File: src/rtl/nibble_tx_pkg.sv
// nibble_tx_pkg: shared constants and FSM state type for the nibble transmit arbiter
package nibble_tx_pkg;
    localparam int NUM_REQ = 4;
    localparam int WORD_W  = 32;
    localparam int NIB_W   = 4;
    localparam int NIBS    = WORD_W / NIB_W;
    typedef enum logic [1:0] {IDLE, SEND, DONE} state_t;
endpackage

File: src/rtl/nibble_tx_arbiter_if.sv
// nibble_tx_arbiter_if: requester and nibble-stream bus of the arbiter
// slave (arbiter side): in req, word, out_ready; out ack, out_valid, out_nib, out_last, out_src, busy
// master (environment side): the same signals with directions reversed
interface nibble_tx_arbiter_if #(
    parameter int NUM_REQ = nibble_tx_pkg::NUM_REQ,
    parameter int WORD_W  = nibble_tx_pkg::WORD_W,
    parameter int NIB_W   = nibble_tx_pkg::NIB_W
);
    localparam int SRC_W = $clog2(NUM_REQ);
    logic [NUM_REQ-1:0]        req;
    logic [NUM_REQ*WORD_W-1:0] word;
    logic [NUM_REQ-1:0]        ack;
    logic                      out_valid;
    logic                      out_ready;
    logic [NIB_W-1:0]          out_nib;
    logic                      out_last;
    logic [SRC_W-1:0]          out_src;
    logic                      busy;
    modport slave (
        input  req, word, out_ready,
        output ack, out_valid, out_nib, out_last, out_src, busy
    );
    modport master (
        output req, word, out_ready,
        input  ack, out_valid, out_nib, out_last, out_src, busy
    );
endinterface

File: src/rtl/nibble_tx_reg.sv
// nibble_tx_reg: enable/clear register with async active-low reset to RST
// ports: clock_i, reset_n_i, en_i (load d_i), clr_i (back to RST, wins over en_i), d_i, q_o
module nibble_tx_reg #(
    parameter int           W   = 1,
    parameter logic [W-1:0] RST = '0
) (
    input  logic         clock_i,
    input  logic         reset_n_i,
    input  logic         en_i,
    input  logic         clr_i,
    input  logic [W-1:0] d_i,
    output logic [W-1:0] q_o
);
    always_ff @(posedge clock_i or negedge reset_n_i)
        if (!reset_n_i) q_o <= RST;
        else if (clr_i) q_o <= RST;
        else if (en_i)  q_o <= d_i;
endmodule

File: src/rtl/rr_picker.sv
// rr_picker: combinational round-robin search starting just after last_grant
// ports: req (requests), last_grant (previous winner), found (any request), grant_idx (winner)
module rr_picker #(
    parameter int NUM_REQ = nibble_tx_pkg::NUM_REQ,
    localparam int SRC_W  = $clog2(NUM_REQ)
) (
    input  logic [NUM_REQ-1:0] req,
    input  logic [SRC_W-1:0]   last_grant,
    output logic               found,
    output logic [SRC_W-1:0]   grant_idx
);
    // Scanning from the farthest offset down leaves the nearest requester as the winner.
    always_comb begin
        found     = 1'b0;
        grant_idx = '0;
        for (int k = NUM_REQ; k >= 1; k--)
            if (req[(int'(last_grant) + k) % NUM_REQ]) begin
                found     = 1'b1;
                grant_idx = SRC_W'((int'(last_grant) + k) % NUM_REQ);
            end
    end
endmodule

File: src/rtl/nibble_tx_arbiter.sv
// nibble_tx_arbiter: round-robin arbiter streaming each granted word out LSB nibble first
// ports: clock, reset_n (async active-low), bus (slave modport: req/word in, ack pulse,
//        out_valid/out_ready/out_nib/out_last/out_src stream, busy in SEND and DONE)
module nibble_tx_arbiter #(
    parameter int NUM_REQ = nibble_tx_pkg::NUM_REQ,
    parameter int WORD_W  = nibble_tx_pkg::WORD_W,
    parameter int NIB_W   = nibble_tx_pkg::NIB_W
) (
    input logic                clock,
    input logic                reset_n,
    nibble_tx_arbiter_if.slave bus
);
    import nibble_tx_pkg::*;
    localparam int NIB_CNT = WORD_W / NIB_W;
    localparam int SRC_W   = $clog2(NUM_REQ);
    localparam int IDX_W   = $clog2(NIB_CNT);
    state_t state_q, state_d;
    logic [WORD_W-1:0] word_q;
    logic [SRC_W-1:0]  src_q, lg_q, grant_idx;
    logic [IDX_W-1:0]  idx_q;
    logic              found, grant, hs, last, busy;
    rr_picker #(.NUM_REQ(NUM_REQ)) u_pick (
        .req        (bus.req),
        .last_grant (lg_q),
        .found      (found),
        .grant_idx  (grant_idx)
    );
    assign grant = state_q == IDLE && found;
    assign hs    = state_q == SEND && bus.out_ready;
    assign last  = idx_q == IDX_W'(NIB_CNT - 1);
    assign busy  = state_q != IDLE;
    nibble_tx_reg #(.W(WORD_W)) u_word (
        .clock_i(clock), .reset_n_i(reset_n), .en_i(grant), .clr_i(1'b0),
        .d_i(bus.word[WORD_W*grant_idx +: WORD_W]), .q_o(word_q)
    );
    nibble_tx_reg #(.W(SRC_W)) u_src (
        .clock_i(clock), .reset_n_i(reset_n), .en_i(grant), .clr_i(1'b0),
        .d_i(grant_idx), .q_o(src_q)
    );
    // Reset to the top index so requester 0 is searched first.
    nibble_tx_reg #(.W(SRC_W), .RST(SRC_W'(NUM_REQ - 1))) u_lg (
        .clock_i(clock), .reset_n_i(reset_n), .en_i(grant), .clr_i(1'b0),
        .d_i(grant_idx), .q_o(lg_q)
    );
    // The final handshake returns idx to 0 ready for the next word.
    nibble_tx_reg #(.W(IDX_W)) u_idx (
        .clock_i(clock), .reset_n_i(reset_n), .en_i(hs), .clr_i(hs && last),
        .d_i(idx_q + 1'b1), .q_o(idx_q)
    );
    always_ff @(posedge clock or negedge reset_n)
        if (!reset_n) state_q <= IDLE;
        else          state_q <= state_d;
    always_comb begin
        state_d = state_q;
        unique case (state_q)
            IDLE:    state_d = found ? SEND : IDLE;
            SEND:    state_d = hs && last ? DONE : SEND;
            default: state_d = IDLE;
        endcase
    end
    assign bus.out_valid = state_q == SEND;
    assign bus.out_nib   = state_q == SEND ? word_q[NIB_W*idx_q +: NIB_W] : '0;
    assign bus.out_last  = state_q == SEND && last;
    assign bus.out_src   = busy ? src_q : '0;
    assign bus.busy      = busy;
    assign bus.ack       = state_q == DONE ? NUM_REQ'(1) << src_q : '0;
endmodule

File: src/flat_wrapper.sv
// flat-port wrapper written by rule: the top's interface ports become plain ports
module nibble_tx_arbiter_flat import nibble_tx_pkg::*;
#(
    parameter int NUM_REQ = nibble_tx_pkg::NUM_REQ,
    parameter int WORD_W  = nibble_tx_pkg::WORD_W,
    parameter int NIB_W   = nibble_tx_pkg::NIB_W
)
  (clock, reset_n, bus_req, bus_word, bus_out_ready, bus_ack, bus_out_valid, bus_out_nib, bus_out_last, bus_out_src, bus_busy);
  nibble_tx_arbiter_if #(.NUM_REQ(NUM_REQ), .WORD_W(WORD_W), .NIB_W(NIB_W)) bus_i ();
  input logic clock;
  input logic reset_n;
  input wire logic [$bits(bus_i.req)-1:0] bus_req;
  input wire logic [$bits(bus_i.word)-1:0] bus_word;
  input wire logic [$bits(bus_i.out_ready)-1:0] bus_out_ready;
  output wire logic [$bits(bus_i.ack)-1:0] bus_ack;
  output wire logic [$bits(bus_i.out_valid)-1:0] bus_out_valid;
  output wire logic [$bits(bus_i.out_nib)-1:0] bus_out_nib;
  output wire logic [$bits(bus_i.out_last)-1:0] bus_out_last;
  output wire logic [$bits(bus_i.out_src)-1:0] bus_out_src;
  output wire logic [$bits(bus_i.busy)-1:0] bus_busy;
  assign bus_i.req = bus_req;
  assign bus_i.word = bus_word;
  assign bus_i.out_ready = bus_out_ready;
  assign bus_ack = bus_i.ack;
  assign bus_out_valid = bus_i.out_valid;
  assign bus_out_nib = bus_i.out_nib;
  assign bus_out_last = bus_i.out_last;
  assign bus_out_src = bus_i.out_src;
  assign bus_busy = bus_i.busy;
  nibble_tx_arbiter #(.NUM_REQ(NUM_REQ), .WORD_W(WORD_W), .NIB_W(NIB_W)) u_core (.clock(clock), .reset_n(reset_n), .bus(bus_i));
endmodule
File: config.mk
export PLATFORM = sky130hd
export DESIGN_NAME = nibble_tx_arbiter_flat
export DESIGN_NICKNAME = d
export VERILOG_FILES = /design/src/rtl/nibble_tx_pkg.sv /design/src/rtl/nibble_tx_arbiter_if.sv /design/src/rtl/nibble_tx_reg.sv /design/src/rtl/rr_picker.sv /design/src/rtl/nibble_tx_arbiter.sv /design/src/flat_wrapper.sv
export SDC_FILE = /design/constraint.sdc
export NUM_CORES = 1
export LEC_CHECK = 0
export CAP_MARGIN = 5
export CORE_UTILIZATION = 38
export CTS_BUF_LIST = sky130_fd_sc_hd__clkbuf_16
export DETAILED_ROUTE_END_ITERATION = 8
export GPL_TIMING_DRIVEN = 0
export MAX_ROUTING_LAYER = met4
export PLACE_DENSITY = 0.75
export SYNTH_ARGS = -nofsm -noshare
export SYNTH_HDL_FRONTEND = slang
export SYNTH_SLANG_ARGS = --single-unit
File: constraint.sdc
create_clock -name clock -period 4 [get_ports clock]
set_input_delay 0.6 -clock clock [delete_from_list [all_inputs] [get_ports clock]]
set_output_delay 0.6 -clock clock [all_outputs]
set_load 0.01 [all_outputs]
Word level (Yosys, flattened, before mapping)

Cells that the tools add are included.

Flip-flop bits (word level): 41
Bits in latches: 0
Memory bits (writable): 0
Bits in read-only memories: 0
Bits of input ports: 135
Output and inout port bits: 13
Logic and storage cells: 63
Memories: 0

$add $sub $neg: 5
Multipliers: 0
Div/mod/pow operators: 0
Magnitude comparators: 4
Equality and inequality tests: 3
Shifts and indexed selects: 3
Muxes and demuxes: 28
Bitwise operators: 4
Reductions and logical operators: 11

Operators with widths:

| kind                                                                  | number |
|---|---|
| 128-bit by 8-bit variable part select with 32-bit output              | 1 |
| 32-bit by 6-bit variable part select with 4-bit output                | 1 |
| 3-bit by 4-bit < comparator with 1-bit output (second input constant) | 4 |
| 1-bit two-way mux                                                     | 13 |
| 2-bit two-way mux                                                     | 6 |
| 1-bit binary-select mux with 2-bit select                             | 4 |
| 4-bit two-way mux                                                     | 2 |
| 2-bit OR reduction                                                    | 4 |
| 3-bit two-way mux                                                     | 2 |
| 2-bit by 1-bit adder with 2-bit output (second input constant)        | 2 |
| 2-bit adder (second input constant)                                   | 2 |
| 1-bit AND (first input constant)                                      | 4 |
| 1-bit logical AND                                                     | 4 |
| 2-bit case mux with 2 select lines                                    | 1 |
| 2-bit nonzero test                                                    | 2 |
| 1-bit by 2-bit << shifter with 4-bit output (first input constant)    | 1 |
| 3-bit by 1-bit adder with 3-bit output (second input constant)        | 1 |
| 3-bit == test (second input constant)                                 | 1 |
| 2-bit by 1-bit == test with 1-bit output (second input constant)      | 1 |
| 2-bit == test (second input constant)                                 | 1 |
| 2-bit logical NOT                                                     | 1 |

Depth between registers and ports, before layout

Depth in word-level cells: 12
Depth in mapped cells: 7
Depth with buffers taken out: 5

Hierarchy

From an unflattened synthesis, not the netlist that was laid out.

Cell total of the unflattened synthesis: 237
Area, all modules: 3,009.1 um^2

By module, submodules not included:

| module                         | instances | cells each | area each (um^2) | seq. area each (um^2) |
|---|---|---|---|---|
| nibble_tx_reg at u_core.u_word | 1         | 103        | 1,323.8          | 800.8 |
| nibble_tx_arbiter              | 1         | 99         | 1,317.5          | 50.0 |
| nibble_tx_reg at u_core.u_idx  | 1         | 9          | 116.4            | 75.1 |
| rr_picker                      | 1         | 14         | 91.3             | 0.0 |
| nibble_tx_reg at u_core.u_lg   | 1         | 6          | 82.6             | 52.6 |
| nibble_tx_reg at u_core.u_src  | 1         | 6          | 77.6             | 50.0 |

Least setup slack after synthesis

No wires, ideal clock.

Path kind: reg-to-output
Start point: register u_core.u_idx.q_o[0]
End point: output port bus_out_nib[0]
Arrival time: 1,312 ps
Required time: 3,400 ps
Setup slack: 2,088 ps
Cell stages (with the launch flop): 5
Buffers on the path: 1
Cell sequence: dfrtp_1 > buf_2 > mux4_2 > mux2i_1 > nor2_1

Longest elaborated chain between the ends: 2

RTL lines:

| what                                                   | line                    | RTL |
|---|---|---|
| from (decl)                                            | nibble_tx_reg.sv:12     | `output logic [W-1:0] q_o` |
| from (signal assigned)                                 | nibble_tx_reg.sv:17     | `else if (en_i) q_o <= d_i;` |
| 32-bit by 6-bit variable part select with 4-bit output | nibble_tx_arbiter.sv:62 | `assign bus.out_nib = state_q == SEND ? word_q[NIB_W*idx_q +: NIB_W] : '0;` |
| 4-bit two-way mux                                      | nibble_tx_arbiter.sv:62 |  |
| to (decl)                                              | flat_wrapper.sv:17      | `output wire logic [$bits(bus_i.out_nib)-1:0] bus_out_nib;` |

No other way between the ends.

Worst setup path in the final report

Start point: register u_core.state_q[1]
End point: output port bus_busy

Longest elaborated chain between the ends: 1

RTL lines:

| what                   | line                    | RTL |
|---|---|---|
| from (decl)            | nibble_tx_arbiter.sv:17 | `state_t state_q, state_d;` |
| from (signal assigned) | nibble_tx_arbiter.sv:52 | `else state_q <= state_d;` |
| 2-bit nonzero test     | nibble_tx_arbiter.sv:31 | `assign busy = state_q != IDLE;` |
| to (decl)              | flat_wrapper.sv:20      | `output wire logic [$bits(bus_i.busy)-1:0] bus_busy;` |

No other way between the ends.

==> summary.txt <==
Power
  – Seq pwr share: 26.0%
  – Power Total: 2.89 mW
  – Clk pwr share: approximately 15%
  – Internal cell power: 1.74 mW
  – Pleak: 2.04 nW
  – Comb power frac: 58.6%
  – Psw: between 1 and 1.5 mW
  – Pwr dens: 578 nW/um^2
  – Sw frac: between 30% and 40%
  – VDD IR max: 0.276 mV

Global route
  – Overflow left after global routing: 0
  – First-pass GRT wire length: 17,100 um
  – Number of global-route vias before repair: ~3,500
  – Antenna violations before repair: 0
  – Gr usage total: 25.8%
  – Largest net degree at the start of global routing: 42

Die
  – I/O pins: 148
  – Core area: 8220 um^2
  – Die ar.: 8830 um^2
  – Die W: 94.0 um
  – Initial core utilization: 39.1%
  – Die Ht: 94.0 um
  – Rows: 33

Placement
  – Dpl cells: 593
  – Routability Congestion: 0.903
  – Buffers added on ports: 147
  – Dpl cell area: 4830 um^2
  – Detailed placement HPWL: 8510 um

Worst setup path
  – Worst Setup SP: u_core.state_q[1]$_DFF_PN0_
  – Critical path type: reg -> out
  – CP Max Fanout: 10
  – R2r worst-path depth: 6
  – Crit path arrival time: 2260 ps
  – Register-to-register setup slack: 1760 ps
  – Reg2reg end: u_core.u_word.q_o[7]$_DFFE_PN0P_
  – CP Capture Type: output port
  – Critical Path Start Type: flop
  – Reg-to-reg critical path startpoint: u_core.state_q[1]$_DFF_PN0_
  – Required time worst endpoint: 3400 ps

CTS
  – Total clock buffers created by CTS: 5
  – CTS Buffer Depth: 2
  – H-tree Lvls: 2
  – Worst-Skew Late Latency: between 200 and 300 ps
  – Hold-fix buffers, CTS: 0
  – CTS tree: done
  – Clk sinks: 41
  – Post-CTS Setup Repair Bufs: 0
  – CTS root buffer: clkbuf_16
  – Clock transition at path regs: 60 ps
  – Post-CTS sizing: 0

Worst hold path
  – Hold WC Path Type: in -> async

Yosys
  – Synth top area cells: dfrtp_1 30%, mux2i_1 11%, a211o_1 8.7%, o31ai_1 7.5%, o211ai_1 7.0%
  – Yosys Warn Count: 0
  – Yosys top cell area share: 30.4%
  – Post-synth net total: 477
  – Post-synthesis cell count: 340
  – Cell taking the most area after synthesis: dfrtp_1
  – Async SR Flop Fraction: 100%
  – Avg Cell Area, Syn: 9.46 um^2
  – Sequential-to-total area share from yosys stat: 32.0%
  – Post-synth EDFFs: 0
  – Prevailing post-synth register cell: dfrtp_1
  – Seq cells post-synth: ~40
  – Cell variety after synth: 38
  – Synthesized cell area: between 3000 and 4000 um^2

STA
  – Clock skew: about 4.9 ps
  – Worst Tran Pin Value: approximately 540 ps
  – Accumulated negative setup slack: 0 ps
  – Hold Fails Final Rpt: 0
  – Minimum clock period: 2860 ps
  – Hold slack: around 280 ps
  – Fmax: 350 MHz
  – Max Slew Vio Count: 0
  – Rel. slew slack: between 60% and 70%
  – Final Cycle Share: roughly 72%
  – RSZ-0062 raised after global routing: false
  – Final Setup Violations: 0

Detailed routing
  – DR vias/cell: 5.76
  – Remaining design rule violation count: 0
  – Routed Antenna Nets: 0
  – First-pass DRT Iterations: 4
  – Vias post-DR: 3,464
  – Wire length per cell: between 15 and 20 um
  – Iter 0 DRT Violations: 245
  – WL final: around 11,000 um

Cells and area
  – Share of layout cells above drive strength 1: 10.3%
  – Fillcell total: 703
  – Finished Cell Area: 5000 um^2
  – Nets: 632
  – Layout area overhead: 55.4%
  – Finished Layout Cells: 601
  – Antenna Cells: 0

Run status
  – Status: complete, no violations

Flow run
  – Max-cap viol count: 0
worst max-delay path, stage by stage, from the launching register on:
cell	delay (ps)
dfrtp_1	400
nor2_1	360
clkinv_1	370
clkbuf_1	310
clkdlybuf4s50_1	540
logic make-up after synthesis:
family	synth area share (%)
buf+inv	6.61
flops	32.0
mux	17.2
fa+ha+maj	0.778
compound gates	27.1
simple gates	16.3
power groups by stage:
stage                     logic [mW]  registers, mW  clock network [mW]
final                           1.69          0.751               0.445
after global routing            1.84          0.776               0.470
after CTS                       1.70          0.752               0.448
after detailed placement        1.69          0.758                   0
after global placement          1.65          0.750                   0
after floorplan                 1.14          0.709                   0
cells in the mapped netlist, types with 4 or more instances:
cell type   n
a211o_1    32
a21o_1      4
buf_2      20
clkbuf_1   14
dfrtp_1    39
mux2i_1    36
mux4_2      8
nand2_1    39
nand2b_1    5
nand4_1    32
nor2_1     14
nor2b_1     4
o211ai_1   30
o31ai_1    32
registers in the layout, summed over array words and instances, names as in the netlist:
signal,count
u_core.state_q,2
u_core.u_word.q_o,32
u_core.u_idx.q_o,3
u_core.u_src.q_o,2
u_core.u_lg.q_o,2
layout by cell type (no fill, tap or decap), drive strengths merged, types with 8 or more instances in the layout:
master	n
buf	26
a211o	32
mux4	8
clkdlybuf4s50	146
nand4	32
mux2i	36
o211ai	32
o31ai	32
dfrtp	39
nand2	40
clkbuf	19
nor2	14
final cells by class:
| class | instances | area, um^2 | share of cell area, % |
|---|---|---|---|
| Tap cell | 105 | 131 | 2.63 |
| Multi-Input combinational cell | 259 | 1970 | 39.5 |
| Timing Repair Buffer | 148 | 1490 | 29.8 |
| Clock inverter | 3 | 37.5 | 0.751 |
| Buffer | 38 | 205 | 4.11 |
| Inverter | 2 | 7.51 | 0.150 |
| Sequential cell | 41 | 1030 | 20.6 |
| Clock buffer | 5 | 125 | 2.50 |
per-stage QoR:
stage	setup slack [ps]	util, %
3_5_place_dp	1360	58.8
6_report	1140	60.8
4_1_cts	1150	60.8
3_3_place_gp	1320	58.6
5_1_grt	1050	60.8
2_1_floorplan	2090	-
how the worst max path moves through the flow:
stage	endpoint	slack (ps)	cells past startpoint
after global routing	bus_out_nib[3]	1050	5
after detailed placement	u_core.u_word.q_o[0]$_DFFE_PN0P_	1360	6
after global placement	u_core.u_idx.q_o[2]$_DFFE_PN0P_	1320	1
final	bus_busy	1140	4
after CTS	bus_busy	1150	4
after floorplan	bus_out_nib[0]	2090	4
metal layers:
layer / global-route usage [%] / routed length (um) / vias to the layer above
met5: - / 0 / -
met4: 5.64 / 108 / 0
met3: 3.72 / 651 / 10
met2: 43.4 / 5420 / 143
met1: 33.0 / 4550 / 1669
li1: - / - / 1642
No activity file was read; power rests on OpenSTA's default activity.
